**config.mk**
```make
export PLATFORM = sky130hd
export DESIGN_NAME = gfx_scanout_reader
export DESIGN_NICKNAME = d
export VERILOG_FILES = /design/src/rtl/gfx_scanout_reader.sv
export SDC_FILE = /design/constraint.sdc
export NUM_CORES = 1
export LEC_CHECK = 0
export CAP_MARGIN = 15
export CORE_UTILIZATION = 45
export DETAILED_ROUTE_END_ITERATION = 16
export DONT_BUFFER_PORTS = 1
export GPL_TIMING_DRIVEN = 0
export PLACE_DENSITY = 0.64
export RECOVER_POWER = 50
export SLEW_MARGIN = 30
export SYNTH_ARGS = -nofsm -noshare
export SYNTH_HDL_FRONTEND = slang
export SYNTH_SLANG_ARGS = --single-unit
```
**constraint.sdc**
```tcl
create_clock -name clk_i -period 6.8 [get_ports clk_i]
set_clock_uncertainty 0.1 [all_clocks]
set_input_delay 0.68 -clock clk_i [delete_from_list [all_inputs] [get_ports clk_i]]
set_output_delay 0.68 -clock clk_i [all_outputs]
set_load 0.02 [all_outputs]
```
**src/rtl/gfx_scanout_reader.sv**
```systemverilog
// rtl/gfx_scanout_reader.sv - scanout read engine: graphics buffer prefetch and 1-bit pixel serialiser
//
// Sweeps the read port of the 16K x 8 graphics buffer one active line at a
// time, keeps at most two bytes ahead of the pixel stream (shift register,
// 2-entry byte buffer and reads in flight together), and shifts bytes out
// MSB-first as one pixel per pixel_en_i.
//
// Ports:
//   clk_i, rst_ni        clock, asynchronous active-low reset
//   frame_start_i        one-cycle frame start pulse (abort, restart at line 0)
//   line_start_i         one-cycle active-line fetch window start
//   pixel_en_i           consume one pixel this cycle
//   mem_addr_o/mem_ce_o  registered read address and one-cycle read strobe
//   mem_oce_o            buffer output-register enable, 1 from first clock
//   mem_dout_i           read data, valid RD_LATENCY cycles after mem_ce_o
//   pixel_out_o          registered pixel value
//   pixel_active_o       registered: pixel_out_o is an active-area pixel
//   underrun_o           sticky: pixel needed with no byte available
//   underrun_clr_i       clears underrun_o (a new underrun wins)
module gfx_scanout_reader #(
  parameter int unsigned H_BYTES    = 64,
  parameter int unsigned V_LINES    = 192,
  parameter logic [13:0] BASE_ADDR  = 14'h0000,
  parameter int unsigned RD_LATENCY = 2
) (
  input  logic        clk_i,
  input  logic        rst_ni,
  input  logic        frame_start_i,
  input  logic        line_start_i,
  input  logic        pixel_en_i,
  output logic [13:0] mem_addr_o,
  output logic        mem_ce_o,
  output logic        mem_oce_o,
  input  logic [7:0]  mem_dout_i,
  output logic        pixel_out_o,
  output logic        pixel_active_o,
  output logic        underrun_o,
  input  logic        underrun_clr_i
);

  localparam int unsigned LW = $clog2(V_LINES + 1);
  localparam int unsigned BW = $clog2(H_BYTES + 1);
  localparam int unsigned PW = $clog2(H_BYTES * 8 + 1);

  typedef enum logic [1:0] {
    IDLE      = 2'd0,
    WAIT_LINE = 2'd1,
    ACTIVE    = 2'd2
  } state_e;

  state_e                state_q, state_d;
  logic [LW-1:0]         line_cnt_q, line_cnt_d;
  logic [BW-1:0]         byte_cnt_q, byte_cnt_d;
  logic [PW-1:0]         pix_cnt_q, pix_cnt_d;
  logic [13:0]           mem_addr_q, mem_addr_d;
  logic                  mem_ce_q;
  logic                  oce_q;
  logic [RD_LATENCY-1:0] vld_q, vld_d;
  logic [1:0][7:0]       fifo_q, fifo_d;
  logic [1:0]            fifo_cnt_q, fifo_cnt_d;
  logic [7:0]            sr_q, sr_d;
  logic [3:0]            sr_cnt_q, sr_cnt_d;
  logic                  pix_out_q, pix_act_q;
  logic                  underrun_q, underrun_d;

  logic                  pix_req, pix_ok, pix_under, capture;
  logic                  flush, start_line, issue;
  logic [BW-1:0]         issue_byte;
  logic [2:0]            occ;

  assign pix_req   = (state_q == ACTIVE) && pixel_en_i;
  assign pix_ok    = pix_req && (sr_cnt_q != 4'd0);
  assign pix_under = pix_req && (sr_cnt_q == 4'd0);
  assign capture   = vld_q[RD_LATENCY-1];

  // Bytes held or owed: shift register, buffer, strobe this cycle, tags in flight.
  // Counting the shift register keeps the fetch at most two bytes ahead.
  assign occ = {1'b0, fifo_cnt_q} + 3'(sr_cnt_q != 4'd0) + 3'(mem_ce_q)
             + 3'($countones(vld_q));

  assign underrun_d = pix_under | (underrun_q & ~underrun_clr_i);

  // Next-state, counters and read issue.
  always_comb begin
    state_d    = state_q;
    line_cnt_d = line_cnt_q;
    byte_cnt_d = byte_cnt_q;
    pix_cnt_d  = pix_cnt_q;
    mem_addr_d = mem_addr_q;
    flush      = 1'b0;
    start_line = 1'b0;
    issue      = 1'b0;
    issue_byte = byte_cnt_q;

    if (pix_req) begin
      pix_cnt_d = pix_cnt_q + PW'(1);
    end

    if (frame_start_i) begin
      flush      = 1'b1;
      line_cnt_d = '0;
      state_d    = WAIT_LINE;
    end else begin
      unique case (state_q)
        IDLE: begin
        end
        WAIT_LINE: begin
          if (line_start_i) begin
            start_line = 1'b1;
            state_d    = ACTIVE;
          end
        end
        ACTIVE: begin
          if (line_start_i) begin
            flush      = 1'b1;
            line_cnt_d = line_cnt_q + LW'(1);
            if (line_cnt_d == LW'(V_LINES)) begin
              state_d = IDLE;
            end else begin
              start_line = 1'b1;
            end
          end else if (pix_cnt_d == PW'(H_BYTES * 8)) begin
            flush      = 1'b1;
            line_cnt_d = line_cnt_q + LW'(1);
            state_d    = (line_cnt_d == LW'(V_LINES)) ? IDLE : WAIT_LINE;
          end
        end
        default: state_d = IDLE;
      endcase
    end

    // Byte 0 of a new line goes out on the start edge itself so the first
    // byte lands RD_LATENCY+1 cycles into ACTIVE.
    if (start_line) begin
      pix_cnt_d  = '0;
      issue      = 1'b1;
      issue_byte = '0;
    end else if ((state_q == ACTIVE) && (state_d == ACTIVE) && !flush &&
                 (occ < 3'd2) && (byte_cnt_q < BW'(H_BYTES))) begin
      issue = 1'b1;
    end

    if (issue) begin
      byte_cnt_d = issue_byte + BW'(1);
      mem_addr_d = BASE_ADDR + 14'(line_cnt_d) * 14'(H_BYTES) + 14'(issue_byte);
    end
  end

  // Return capture, byte buffer and shift register.
  always_comb begin
    sr_d       = sr_q;
    sr_cnt_d   = sr_cnt_q;
    fifo_d     = fifo_q;
    fifo_cnt_d = fifo_cnt_q;
    vld_d      = (vld_q << 1) | RD_LATENCY'(mem_ce_q);

    if (pix_ok) begin
      sr_d     = {sr_q[6:0], 1'b0};
      sr_cnt_d = sr_cnt_q - 4'd1;
    end

    // Reload when empty after this cycle's shift; a return with nothing
    // queued bypasses the buffer, otherwise it queues behind the head.
    if (sr_cnt_d == 4'd0) begin
      if (fifo_cnt_q != 2'd0) begin
        sr_d       = fifo_q[0];
        sr_cnt_d   = 4'd8;
        fifo_d[0]  = fifo_q[1];
        fifo_cnt_d = fifo_cnt_q - 2'd1;
        if (capture) begin
          fifo_d[fifo_cnt_d[0]] = mem_dout_i;
          fifo_cnt_d            = fifo_cnt_d + 2'd1;
        end
      end else if (capture) begin
        sr_d     = mem_dout_i;
        sr_cnt_d = 4'd8;
      end
    end else if (capture) begin
      fifo_d[fifo_cnt_q[0]] = mem_dout_i;
      fifo_cnt_d            = fifo_cnt_q + 2'd1;
    end

    // Clearing the tags (including the one entering from mem_ce_q) keeps
    // late data from the aborted line out of the new one.
    if (flush) begin
      sr_cnt_d   = '0;
      fifo_cnt_d = '0;
      vld_d      = '0;
    end
  end

  always_ff @(posedge clk_i or negedge rst_ni) begin
    if (!rst_ni) begin
      state_q    <= IDLE;
      line_cnt_q <= '0;
      byte_cnt_q <= '0;
      pix_cnt_q  <= '0;
      mem_addr_q <= BASE_ADDR;
      mem_ce_q   <= 1'b0;
      oce_q      <= 1'b0;
      vld_q      <= '0;
      fifo_q     <= '0;
      fifo_cnt_q <= '0;
      sr_q       <= '0;
      sr_cnt_q   <= '0;
      pix_out_q  <= 1'b0;
      pix_act_q  <= 1'b0;
      underrun_q <= 1'b0;
    end else begin
      state_q    <= state_d;
      line_cnt_q <= line_cnt_d;
      byte_cnt_q <= byte_cnt_d;
      pix_cnt_q  <= pix_cnt_d;
      mem_addr_q <= mem_addr_d;
      mem_ce_q   <= issue;
      oce_q      <= 1'b1;
      vld_q      <= vld_d;
      fifo_q     <= fifo_d;
      fifo_cnt_q <= fifo_cnt_d;
      sr_q       <= sr_d;
      sr_cnt_q   <= sr_cnt_d;
      pix_out_q  <= pix_ok & sr_q[7];
      pix_act_q  <= pix_req;
      underrun_q <= underrun_d;
    end
  end

  assign mem_addr_o     = mem_addr_q;
  assign mem_ce_o       = mem_ce_q;
  assign mem_oce_o      = oce_q;
  assign pixel_out_o    = pix_out_q;
  assign pixel_active_o = pix_act_q;
  assign underrun_o     = underrun_q;

endmodule

```
# Word-level counts from Yosys, hierarchy flattened
# Cells that the tools add are included.
# classes
n_mux	50
reduce_logical	20
eq_ne	8
magnitude_cmp	6
bitwise	5
add_sub_neg	12
# ops
cell	count
8-bit 2-to-1 mux	10
16-bit 2-to-1 mux	4
16-bit bitwise mux	2
2-bit 2-to-1 mux	11
10-bit 2-to-1 mux	2
4-bit 2-to-1 mux	5
8-bit demux with 1-bit select	2
14-bit by 7-bit adder with 14-bit output	1
1-bit 2-to-1 mux	11
10-bit by 1-bit adder with 10-bit output (second input constant)	1
10-bit equality test (second input constant)	1
1-bit logical AND	9
8-bit by 1-bit adder with 8-bit output (second input constant)	1
8-bit equality test (second input constant)	1
4-bit logical NOT	2
7-bit by 1-bit adder with 7-bit output (second input constant)	1
7-bit < comparator (second input constant)	1
7-bit 2-to-1 mux	1
2-bit one-hot mux with 3 select lines	1
2-bit by 1-bit adder with 2-bit output (second input constant)	2
2-bit equality test (second input constant)	2
1-bit by 2-bit < comparator with 1-bit output (second input constant)	2
2-bit AND reduction	2
2-bit nonzero test	2
other kinds (22)	24
# word_totals
inputBits	14
reg_bits	78

# Longest topological paths before layout
# Gate-level depths: netlist (run 1).
# logic_depth
depth_word	15
depth_mapped	15
depth_no_buf	14

# Worst setup path after synthesis (run 1)
# No wires, ideal clock.
# synth_timing
path_type	register to register
from	register mem_ce_q, in the netlist mem_ce_o
to	register byte_cnt_q[5]
synth_period_minus_slack_ps	3409
arrival_time_ps	3232
stages_incl_launch_ff	12
path_slack_ps	3391
required_time_ps	6622
n_path_buf	1
setup_ps	78
cell_sequence	dfrtp_1 > fa_1 > ha_1 > a21o_1 > fa_1 > nor4_1 > o2111ai_1 > a31oi_1 > buf_2 > nand3_1 > or3_1 > a21oi_1
# synth_via
elab_chain_len	7
# synth_rtl
element	line_no	source
from (decl)	56	logic mem_ce_q;
from (signal assigned)	215	mem_ce_q <= issue;
3-bit by 1-bit adder with 3-bit output	78	assign occ = {1'b0, fifo_cnt_q} + 3'(sr_cnt_q != 4'd0) + 3'(mem_ce_q)
3-bit by 2-bit adder with 3-bit output	79	+ 3'($countones(vld_q));
3-bit by 2-bit < comparator with 1-bit output	139	(occ < 3'd2) && (byte_cnt_q < BW'(H_BYTES))) begin
1-bit logical AND	138	end else if ((state_q == ACTIVE) && (state_d == ACTIVE) && !flush &&
1-bit logical AND	139	
1-bit 2-to-1 mux	138	
1-bit 2-to-1 mux	134	if (start_line) begin
to (signal assigned)	212	byte_cnt_q <= byte_cnt_d;
to (decl)	53	logic [BW-1:0] byte_cnt_q, byte_cnt_d;
# No other way between the ends.
# A chain may end at the register's enable or synchronous reset.

==> results.cfg, run 1 <==
[run_status]
violations = capacitance limit, slew limit
status = complete, but fails checks

[sta]
slew_headroom_pct = -174
tns_ns = 0
max_freq_mhz = 241
setup_viol = 0
rsz0062_at_grt = false
period_share_pct = 61.1
worst_pin_slew_ns = 4.11
period_needed_ns = 4.15
maxSlewViolCount = 79
finalHoldViolations = 0

[synthesis]
yosysTopAreaCell = dfrtp_1
synth-edff-count = 0
synth_cells = 468
synth.avg_cell_area_sq_um = 9.33
yosysWarnings = 0
yosysSeqAreaShare_pct = 44.7
synth.distinct_cells = 66
ys.flop_type = dfrtp_1
async_flop_share_pct = 100
syn-cell-area_sq_um = 4360
ys_top_cells_by_area = dfrtp_1 (45%), nand2_1 (5.5%), nor2_1 (3.5%), ha_1 (3.4%), a21oi_1 (3.1%)
synth_top_area_share_pct = 44.7
synth-seq-cells = 78
syn_nets = 496

[routing]
drt-vias-per-instance = 5.62
top_layer = met4
postRouteAntennaNets = 0
drt_wl_total_mm = 9.26
drt_iter0_markers = 261
wl_met1_mm = 4.80
wl_per_cell_um = 15.1
dr_wl_met2_mm = 3.96
vias = 3448
met3_length_um = 399
dr.pass1.iters = 4
drc = 0

[cells_and_area]
fill_cells = 872
layout-drive-gt1-share_pct = 9.07
antenna_cells = 0
final_nets = 508
final_area_sq_um = 4740
stdcell_count = 614
syn2layout_area_growth_pct = 8.57

[clocking]
cts_root_buf = clkbuf_8
cts_tree = built
post_cts_buffers = 0
clockBufferDepth = 2
clkTransAtPathRegs_ns = 0.09
cts_max_level = 3
cts.sinks = 78
clkLatencyLatePin_ns = 0.36
numCtsBuffers = 9

[setup_path]
critPathRequiredTime_ns = 6.22
critPathMaxFanout = 78
crit_cells = 1
ff2ff_path_depth = 15
max_stage_delay_ns = 2.83
start_kind = input pin
end_kind = async pin
crit_type = input pin to async pin
r2r_start = state_q[0]
reg2reg_slack_ns = 2.83
cpMaxStageDelayCell = clkbuf_1
critical_path_buf_inv_count = 1
crit_family = buffers and inverters
crit_arrival_ns = 3.57
path_cells = clkbuf_1
timing.rr.end = mem_addr_o[12]

[die]
die_w_um = 100
ios = 33
row_count = 35
start_util_pct = 46.8
dieHeight_um = 100
core_area_sq_um = 9330
die-area_sq_um = 10100

[place]
dp_hpwl_mm = 6.46
place.gp.congestion = 0.816
place_inst = 597
dpl_cell_area_sq_um = 4530
portBuffers = 0

[min_path]
hold_start = underrun_clr_i
hold_end = underrun_o
min_path_cells = 1
hold_class = input pin to flop

[pwr]
powerDensity_nw_per_um2 = 306
ir_drop_mv = 0.170
power_leakage_nw = 2.09

[job]
drv_cap = 1

[global_routing]
grt_usage_pct = 19.6
grt_pass1_vias = 3178
grt_max_degree = 79
grt_first_pass_wirelength_mm = 15.4
gr-total-overflow = 0
antenna_found_initial = 0
cell usage after synthesis, drive strengths merged, types with 2 or more instances:
cell type and n:
a211o 2, a211oi 3, a21boi 2, a21o 4, a21oi 28, a22oi 8
a2bb2oi 2, a311oi 3, a31o 2, a31oi 3, a41o 2, and2 10
and3 8, and4 3, buf 7, clkbuf 13, dfrtp 78, fa 2
ha 12, inv 17, mux2 9, mux2i 11, nand2 64, nand2b 3
nand3 15, nand3b 8, nand4 10, nor2 41, nor2b 2, nor3 8
nor4 5, nor4b 3, o211ai 2, o21ai 26, o221ai 2, o22a 2
o22ai 11, o31ai 2, or3 3, xnor2 11, xor2 8
power breakdown:
part | leakage [nW] | total (W) | internal [W] | switching, W
Clock | 0.108 | 0.000378 | 0.000179 | 0.000199
Sequential | 1.03 | 0.000653 | 0.000568 | 0.0000852
Combinational | 0.960 | 0.000420 | 0.000167 | 0.000253
Total | 2.09 | 0.00145 | 0.000913 | 0.000537
layout make-up:
class / instances / area [sq um] / share of cell area (%)
plain buffers: 20 / 92.6 / 1.95
repair buffers: 1 / 3.75 / 0.0792
inverters: 18 / 67.6 / 1.43
well taps: 129 / 161 / 3.41
multi-input cells: 352 / 2250 / 47.5
flip-flops and latches: 78 / 1950 / 41.2
clock buffers: 9 / 124 / 2.61
clock inverters: 7 / 87.6 / 1.85
how the worst max path moves through the flow:
stage | startpoint | to | slack, ns
6_report | rst_ni | byte_cnt_q[1] | 2.65
5_1_grt | rst_ni | sr_cnt_q[0] | 1.73
4_1_cts | mem_ce_o | byte_cnt_q[5] | 2.96
3_5_place_dp | mem_ce_o | byte_cnt_q[5] | 2.99
3_3_place_gp | mem_ce_o | byte_cnt_q[5] | 3.02
2_1_floorplan | mem_ce_o | byte_cnt_q[5] | 3.39
stage by stage:
| step | total power (W) | utilization (%) | hold WS [ns] | worst slack [ns] |
|---|---|---|---|---|
| global placement | 0.00105 | 48.5 | 0.288 | 3.02 |
| floorplan | 0.000970 | - | 0.284 | 3.39 |
| CTS | 0.00146 | 51.1 | 0.117 | 2.96 |
| detailed placement | 0.00107 | 48.5 | 0.288 | 2.99 |
| global route | 0.00155 | 50.8 | 0.308 | 1.73 |
| finish | 0.00145 | 50.8 | 0.312 | 2.65 |
repair_timing:
action,in CTS,in global routing
hold buffers,1,0
endpoints found under the hold margin,78,0
resized for setup,0,0
setup endpoints to repair,0,0
cell families after synthesis:
group	count (synthesis)	share of synthesized area [%]
multiplexers	20	4.85
buffers and inverters	38	3.84
other	1	0.0859
AND/OR/NAND/NOR	187	21.6
adder cells (fa/ha/maj)	14	4.36
XOR/XNOR	19	3.81
AO/OA/AOI/OAI	111	16.7
flip-flops	78	44.7
placed cells by master, fill, tap and decap left out, types with 10 or more instances in the layout:
| cell | count |
|---|---|
| dfrtp_1 | 78 |
| xnor2_1 | 11 |
| inv_1 | 16 |
| a21oi_1 | 27 |
| nor2_1 | 41 |
| o21ai_0 | 23 |
| nand4_1 | 10 |
| nand2_1 | 64 |
| o22ai_1 | 11 |
| ha_1 | 12 |
| clkbuf_1 | 15 |
| mux2i_1 | 11 |
| nand3_1 | 15 |
sequential cells by signal (all words and copies together) (netlist names), 2 cells and up:
register and count:
fifo_q 16, mem_addr_o 14, pix_cnt_q 10, line_cnt_q 8, sr_q 8, byte_cnt_q 7
sr_cnt_q 4, fifo_cnt_q 2, state_q 2, vld_q 2
layer usage:
metal  track usage, %  up-vias
met5                0        -
met4             7.02        0
met3             4.09       10
met2             28.5       73
met1             28.8     1647
li1                 -     1718
No activity file was read; power rests on OpenSTA's default activity.
==> inputs of run 2 (changes only) <==
clock period = 4.3 ns   (was 6.8 ns; I/O delays follow)
==> results.cfg, run 2 (synthesized netlist as in run 1, its figures left out) <==
[cells_and_area]
final_common_cell = dfrtp_1
antenna_cells = 0
final_nets = 509
fill_cells = 869
largest_reg_flops = 16
multi_input_area_sq_um = 2250
final-seq-area_sq_um = 1950
final_cell_mix = dfrtp_1 (78), nand2_1 (64), nor2_1 (41)
syn2layout_area_growth_pct = 9.00
layout-drive-gt1-share_pct = 9.67
regMostFlops = fifo_q

[global_routing]
gr-total-overflow = 0
grt_pass1_vias = 3184
grt_max_degree = 79
grt_first_pass_wirelength_mm = 15.4
grt_usage_pct = 19.6
antenna_found_initial = 0

[sta]
period_share_pct = 89.4
max_freq_mhz = 260
worst_pin_slew_ns = 1.91
tns_ns = 0
finalHoldViolations = 0
maxSlewViolCount = 79
period_needed_ns = 3.85
rsz0062_at_grt = false
slew_headroom_pct = -27.0
fin_ws_ns = 0.455
setup_viol = 0

[setup_path]
ff2ff_path_depth = 11
r2r_start = mem_ce_o
timing.rr.end = byte_cnt_q[5]
critPathMaxFanout = 10
path_cells = fa_1 -> ha_1 -> a21o_1 -> fa_1 -> nor4_1 -> o2111ai_1 -> a31oi_1 -> buf_2 -> nand3_1 -> or3_1 -> a21oi_1
start_kind = flop
crit_arrival_ns = 4.03
cpMaxStageDelayCell = fa_1
max_stage_delay_ns = 0.53
cp_common_cell = fa_1
end_kind = flop
crit_type = flop to flop
critPathRequiredTime_ns = 4.49
reg2reg_slack_ns = 0.45

[die]
start_util_pct = 46.8
die-area_sq_um = 10100
die_w_um = 100
row_count = 35
core_area_sq_um = 9330
ios = 33
dieHeight_um = 100

[run_status]
status = complete, but fails checks
violations = capacitance limit, slew limit

[place]
place_ws_ns = 0.493
place.gp.congestion = 0.816
portBuffers = 0
dp_hpwl_mm = 6.46

[routing]
dr.pass1.iters = 5
drc = 0
drt_iter0_markers = 248
drt_wl_total_mm = 9.27
wl_per_cell_um = 15.1
drt-vias-per-instance = 5.63
vias = 3460
postRouteAntennaNets = 0

[clocking]
clkTransAtPathRegs_ns = 0.09
cts.sinks = 78
cts_tree = built
cts_resized = 0
cts_max_level = 3
cts_root_buf = clkbuf_8
post_cts_buffers = 0
clkLatencyLatePin_ns = 0.36
clockBufferDepth = 2
numCtsBuffers = 9

[min_path]
hold_start = underrun_clr_i
hold_class = input pin to flop
min_path_cells = 1
hold_end = underrun_o

[pwr]
ir_drop_mv = 0.269
powerDensity_nw_per_um2 = 483
power_leakage_nw = 2.10

[job]
drv_cap = 1
-- run 2: repair_timing --
item / CTS / global route
hold buffers: 2 / 0
endpoints found under the setup margin: 0 / 0
hold endpoints to repair: 78 / 0
-- run 2: worst max-delay path: cells and delay by family (launching register included) --
kind / cells / cell delay [ns]
AO/OA/AOI/OAI: 4 / 0.77
AND/OR/NAND/NOR: 3 / 0.81
adder cells (fa/ha/maj): 3 / 1.26
buffers and inverters: 1 / 0.33
flip-flops: 1 / 0.50
-- run 2: worst max-delay path by stage --
stage                  start  slack [ns]            end  depth (start not counted)
floorplan           mem_ce_o        0.89  byte_cnt_q[5]                         11
global placement    mem_ce_o        0.52  byte_cnt_q[5]                         11
detailed placement  mem_ce_o        0.49  byte_cnt_q[5]                         11
CTS                 mem_ce_o        0.46  byte_cnt_q[5]                         11
global route        mem_ce_o        0.27  byte_cnt_q[5]                         11
finish              mem_ce_o        0.45  byte_cnt_q[5]                         11
-- run 2: metal layers --
layer  up-vias  share of wire (%)  global-route usage, %
met5         -                  0                      0
met4         0                1.2                   7.02
met3        10                4.6                   4.09
met2        80                 43                   28.5
met1      1648                 52                   28.8
li1       1722                  -                      -
-- run 2: per-stage QoR --
step	utilization (%)	cell area (sq um)	std cells	power, W	hold WS, ns
after floorplan	-	4360	468	0.00153	0.0344
after global placement	48.5	4530	597	0.00167	0.0384
after detailed placement	48.5	4530	597	0.00169	0.0381
after CTS	51.2	4770	615	0.00231	0.0514
after global routing	51.0	4760	615	0.00245	0.0581
final	51.0	4760	615	0.00230	0.0620
-- run 2: area by class of cell --
class / count / share of cell area (%)
tap: 129 / 3.39
clock inverter: 7 / 1.84
timing repair buffer: 2 / 0.316
sequential: 78 / 41.0
clock buffer: 9 / 2.60
inverter: 18 / 1.42
buffer: 20 / 2.10
multi-input combinational: 352 / 47.3
-- run 2: power by group --
part           internal (W)  leakage (nW)  switching, W
combinational      0.000266         0.970      0.000401
sequential         0.000898          1.03      0.000135
clock              0.000283         0.108      0.000315
